--- src/rtl/add_issue_collect.sv ---
// Issue/collect stage around an external LATENCY-cycle pipelined adder.
// Operand FIFO feeds the adder; a credit counter keeps the result FIFO from overflowing.
module add_issue_collect #(
    parameter int unsigned W         = 8,
    parameter int unsigned DEPTH     = 4,
    parameter int unsigned RES_DEPTH = 4,
    parameter int unsigned LATENCY   = 2
) (
    input  logic                           clk,
    input  logic                           rst,
    input  logic                           in_valid,
    output logic                           in_ready,
    input  logic [W-1:0]                   in_a,
    input  logic [W-1:0]                   in_b,
    output logic [W-1:0]                   add_a,
    output logic [W-1:0]                   add_b,
    input  logic [W-1:0]                   add_out,
    output logic                           res_valid,
    input  logic                           res_ready,
    output logic [W-1:0]                   res_data,
    output logic [$clog2(RES_DEPTH+1)-1:0] inflight
);

    localparam int unsigned AW  = $clog2(DEPTH);
    localparam int unsigned OCW = $clog2(DEPTH + 1);
    localparam int unsigned RW  = $clog2(RES_DEPTH);
    localparam int unsigned CW  = $clog2(RES_DEPTH + 1);

    logic [W-1:0]       op_a_q [DEPTH];
    logic [W-1:0]       op_b_q [DEPTH];
    logic [AW-1:0]      op_wr_q, op_wr_d;
    logic [AW-1:0]      op_rd_q, op_rd_d;
    logic [OCW-1:0]     op_cnt_q, op_cnt_d;

    logic [LATENCY-1:0] vp_q, vp_d;

    logic [W-1:0]       res_mem_q [RES_DEPTH];
    logic [RW-1:0]      res_wr_q, res_wr_d;
    logic [RW-1:0]      res_rd_q, res_rd_d;
    logic [CW-1:0]      res_cnt_q, res_cnt_d;
    logic [CW-1:0]      credit_q, credit_d;

    logic push, issue, res_push, res_pop;

    always_comb begin
        // in_ready looks only at the registered count, so a full FIFO never passes through.
        in_ready  = (op_cnt_q != OCW'(DEPTH));
        push      = in_valid && in_ready;
        issue     = (op_cnt_q != '0) && (credit_q < CW'(RES_DEPTH));
        add_a     = issue ? op_a_q[op_rd_q] : '0;
        add_b     = issue ? op_b_q[op_rd_q] : '0;

        res_valid = (res_cnt_q != '0);
        res_data  = res_valid ? res_mem_q[res_rd_q] : '0;
        res_push  = vp_q[LATENCY-1];
        res_pop   = res_valid && res_ready;
        inflight  = credit_q;

        op_wr_d   = push ? op_wr_q + AW'(1) : op_wr_q;
        op_rd_d   = issue ? op_rd_q + AW'(1) : op_rd_q;
        op_cnt_d  = op_cnt_q;
        case ({push, issue})
            2'b10:   op_cnt_d = op_cnt_q + OCW'(1);
            2'b01:   op_cnt_d = op_cnt_q - OCW'(1);
            default: op_cnt_d = op_cnt_q;
        endcase

        vp_d      = (vp_q << 1) | LATENCY'(issue);

        res_wr_d  = res_push ? res_wr_q + RW'(1) : res_wr_q;
        res_rd_d  = res_pop ? res_rd_q + RW'(1) : res_rd_q;
        res_cnt_d = res_cnt_q;
        case ({res_push, res_pop})
            2'b10:   res_cnt_d = res_cnt_q + CW'(1);
            2'b01:   res_cnt_d = res_cnt_q - CW'(1);
            default: res_cnt_d = res_cnt_q;
        endcase

        // A credit is held from issue until the consumer pops the result.
        credit_d  = credit_q;
        case ({issue, res_pop})
            2'b10:   credit_d = credit_q + CW'(1);
            2'b01:   credit_d = credit_q - CW'(1);
            default: credit_d = credit_q;
        endcase
    end

    always_ff @(posedge clk) begin
        if (push) begin
            op_a_q[op_wr_q] <= in_a;
            op_b_q[op_wr_q] <= in_b;
        end
        if (res_push) begin
            res_mem_q[res_wr_q] <= add_out;
        end
    end

    always_ff @(posedge clk) begin
        if (rst) begin
            op_wr_q   <= '0;
            op_rd_q   <= '0;
            op_cnt_q  <= '0;
            vp_q      <= '0;
            res_wr_q  <= '0;
            res_rd_q  <= '0;
            res_cnt_q <= '0;
            credit_q  <= '0;
        end else begin
            op_wr_q   <= op_wr_d;
            op_rd_q   <= op_rd_d;
            op_cnt_q  <= op_cnt_d;
            vp_q      <= vp_d;
            res_wr_q  <= res_wr_d;
            res_rd_q  <= res_rd_d;
            res_cnt_q <= res_cnt_d;
            credit_q  <= credit_d;
        end
    end

endmodule

--- config.mk ---
export PLATFORM = sky130hd
export DESIGN_NAME = add_issue_collect
export DESIGN_NICKNAME = d
export VERILOG_FILES = /design/src/rtl/add_issue_collect.sv
export SDC_FILE = /design/constraint.sdc
export NUM_CORES = 1
export LEC_CHECK = 0
export BUFFER_PORTS_ARGS = -buffer_cell sky130_fd_sc_hd__buf_2
export CORE_MARGIN = 3
export CORE_UTILIZATION = 35
export DETAILED_ROUTE_END_ITERATION = 12
export SLEW_MARGIN = 20
export SYNTH_ARGS = -nofsm -noshare
export SYNTH_HDL_FRONTEND = slang
export SYNTH_SLANG_ARGS = --single-unit
--- constraint.sdc ---
create_clock -name clk -period 2.1 [get_ports clk]
set_input_delay 0.315 -clock clk [delete_from_list [all_inputs] [get_ports clk]]
set_output_delay 0.315 -clock clk [all_outputs]
set_load 0.005 [all_outputs]
==> impl_metrics.env <==
export IMPL_finalSetupViolations=4
export IMPL_met3_usage_pct=5.58
export IMPL_num_rows=42
export IMPL_port_buffer_count=56
export IMPL_die_w_um=123
export IMPL_n_antenna_cell=0
export IMPL_clk_pin_slew_worst_paths_ps=60
export IMPL_yosysMostFrequentCell="edfxtp_1"
export IMPL_grt_use_total_pct=12.4
export IMPL_wl_per_cell_um=15.6
export IMPL_cts_buffer_depth=2
export IMPL_irDropWorstVdd_mv=0.860
export IMPL_combPwrFrac_pct=26.3
export IMPL_synth_top_cell_area_share_pct=59.9
export IMPL_cts_tree="yes"
export IMPL_numClockSinks=119
export IMPL_drcViolationCount=0
export IMPL_synthDistinctLibCells=30
export IMPL_hp_class="in -> reg"
export IMPL_synth_top_cells_by_area="edfxtp_1 (60%), dfxtp_1 (9.6%), mux4_2 (8.4%)"
export IMPL_skew_ps=7.37
export IMPL_clock_latency_ps=410
export IMPL_avgSynthCellArea_um2=17.2
export IMPL_synth_main_ff_cell="edfxtp_1"
export IMPL_drive_above_1_share_pct=37.1
export IMPL_power_switching_mw=2.05
export IMPL_yosysTopAreaCell="edfxtp_1"
export IMPL_ant_nets=0
export IMPL_worstPathMaxFanout=8
export IMPL_numCtsBuffers=17
export IMPL_fin_cells=548
export IMPL_tns_ps=-37.0
export IMPL_syn_nets=321
export IMPL_slew_violations=0
export IMPL_routabilityCongestion=0.750
export IMPL_fin_nets=401
export IMPL_grt_pass1_wl_um=13400
export IMPL_drt_total_wl_um=8550
export IMPL_grt_busiest_layer="met2"
export IMPL_synthCells=279
export IMPL_relSlewSlack_pct=70.7
export IMPL_power_mw=7.74
export IMPL_dr_pass1_iters=4
export IMPL_sequentialPowerShare_pct=38.5
export IMPL_ys_seq_area_share_pct=69.5
export IMPL_maxCapViolations=0
export IMPL_status="finished, violations left"
export IMPL_die_h_um=123
export IMPL_switching_share_pct=26.5
export IMPL_ys_warnings_count=0
export IMPL_p_leak_nw=2.18
export IMPL_hold_violations=0
export IMPL_start_util_pct=36.1
export IMPL_internal_power_mw=5.68
export IMPL_vias=2529
export IMPL_use_met1_pct=13.9
export IMPL_grt_use_met2_pct=20.4
export IMPL_whs_ps=115
export IMPL_hold_buffers=0
export IMPL_core_area_um2=13300
export IMPL_antenna_found_initial=1
export IMPL_required_ps=1780
export IMPL_async_flop_share_pct=0
export IMPL_htreeDepth=4
export IMPL_fin_crit_ps=2110
export IMPL_start_kind="register"
export IMPL_critical_path_class="reg -> out"
export IMPL_die_area_um2=15200
export IMPL_viasPerCell=4.61
export IMPL_powerDensity_nw_per_um2=1280
export IMPL_fmax_mhz=473
export IMPL_synth_commonest_cells="edfxtp_1 (96), and2_1 (24), dfxtp_1 (23)"
export IMPL_hp_start="in_b[6]"
export IMPL_worstReg2RegStart="op_cnt_q[2]$_SDFFE_PP0P_"
export IMPL_grt_pass1_vias=2583
export IMPL_worstMarginPinSlew_ps=440
export IMPL_grt_overflow=0
export IMPL_root_buffer="clkbuf_16"
export IMPL_fin_ws_ps=-12.8
export IMPL_violations="negative setup slack"
export IMPL_area_growth_pct=25.3
export IMPL_clockPowerShare_pct=35.1
export IMPL_dp_cells=511
export IMPL_fin_crit_sh_pct=101
export IMPL_grt_max_degree=25
export IMPL_grt_setup_unrepaired="yes"
export IMPL_synth_area_um2=4810
export IMPL_synth_seq_cells=119
export IMPL_top_level_ports=57
export IMPL_critPathCaptureType="primary output"
export IMPL_critPathArrivalTime_ps=1800
export IMPL_place_hpwl_um=5370
export IMPL_synth_edf_count=96
export IMPL_drtIter0Drc=80
==> repair_timing <==
item | CTS | global route
setup buffers | 4 | 0
setup endpoints to repair | 12 | 18
gates cloned | 1 | 0
pin swaps | 4 | 2
resized for setup | 12 | 12
==> cell type report <==
cell class                 count  area [um2]
fill                        1192        7320
sequential                   119        3360
multi-input combinational    133        1360
timing repair buffer          71         470
clock buffer                  19         433
tap                          176         220
clock inverter                13         131
inverter                      17        63.8
==> power groups by stage <==
stage	combinational, mW	sequential, mW	clock [mW]
final	2.04	2.98	2.72
after global placement	1.80	2.99	0
after floorplan	1.23	2.97	0
after global routing	2.27	3.02	2.89
after detailed placement	1.83	3.00	0
after CTS	2.01	2.98	2.79
==> layer usage <==
layer | wire [um] | share of wire (%)
met1 | 3430 | 40
met2 | 4460 | 52
met3 | 546 | 6.4
met4 | 102 | 1.2
met5 | 9 | 0.11
==> state kept, by name, indices dropped and copies added (netlist names), named ones only <==
signal	count
res_rd_q	2
res_wr_q	2
op_rd_q	2
op_a_q	32
res_cnt_q	3
op_cnt_q	3
inflight	3
res_mem_q	32
op_wr_q	2
op_b_q	32
vp_q	2
==> critical path, cell delays in order, from the launching register on <==
cell and delay [ps]:
dfxtp_4 390, buf_12 150, buf_12 110, mux4_2 470, and2_4 170, buf_6 110
==> kinds of logic (layout without fill, tap and decap cells) <==
| family | after synthesis | after routing | synth area share (%) |
|---|---|---|---|
| AND/OR/NAND/NOR | 65 | 65 | 7.46 |
| AO/OA/AOI/OAI | 17 | 17 | 1.98 |
| buffers and inverters | 27 | 120 | 2.70 |
| XOR/XNOR | 8 | 8 | 1.46 |
| flip-flops | 119 | 119 | 69.5 |
| adder cells (fa/ha/maj) | 14 | 14 | 4.11 |
| multiplexers | 29 | 29 | 12.8 |
==> cells in the final DEF (no fill, tap or decap), drive strengths merged <==
cell      count
fa            3
nor2b        10
mux4         24
bufinv        2
edfxtp       96
nand2         2
mux2i         2
and2         24
clkinvlp      3
dfxtp        23
o31a          2
xnor2         2
inv          18
xor2          6
mux2          3
ha           11
a21oi         9
nor2         18
buf          71
nand2b        3
or3           5
or2           1
clkinv        7
nor3          2
a21boi        1
o21ai         5
clkbuf       19
==> worst paths after layout <==
| path | cells past startpoint | slack [ps] | to |
|---|---|---|---|
| worst max-delay path | 5 | -10 | add_b[0] |
| worst min-delay path | 1 | 110 | op_b_q[0][6]$_DFFE_PP_ |
| worst max register to register | 8 | 110 | inflight[2]$_SDFFE_PP0P_ |
| worst min register to register | 1 | 440 | vp_q[1]$_SDFF_PP0_ |
==> stage by stage <==
stage	cell area [um2]	setup WS, ps	utilization, %
after floorplan	4820	4.21	-
after global placement	5340	119	40.0
after detailed placement	5340	68.9	40.0
after CTS	5990	-50.9	44.9
after global routing	6030	-81.5	45.2
final	6030	-12.8	45.2
Power figures use the tool's default switching activity.
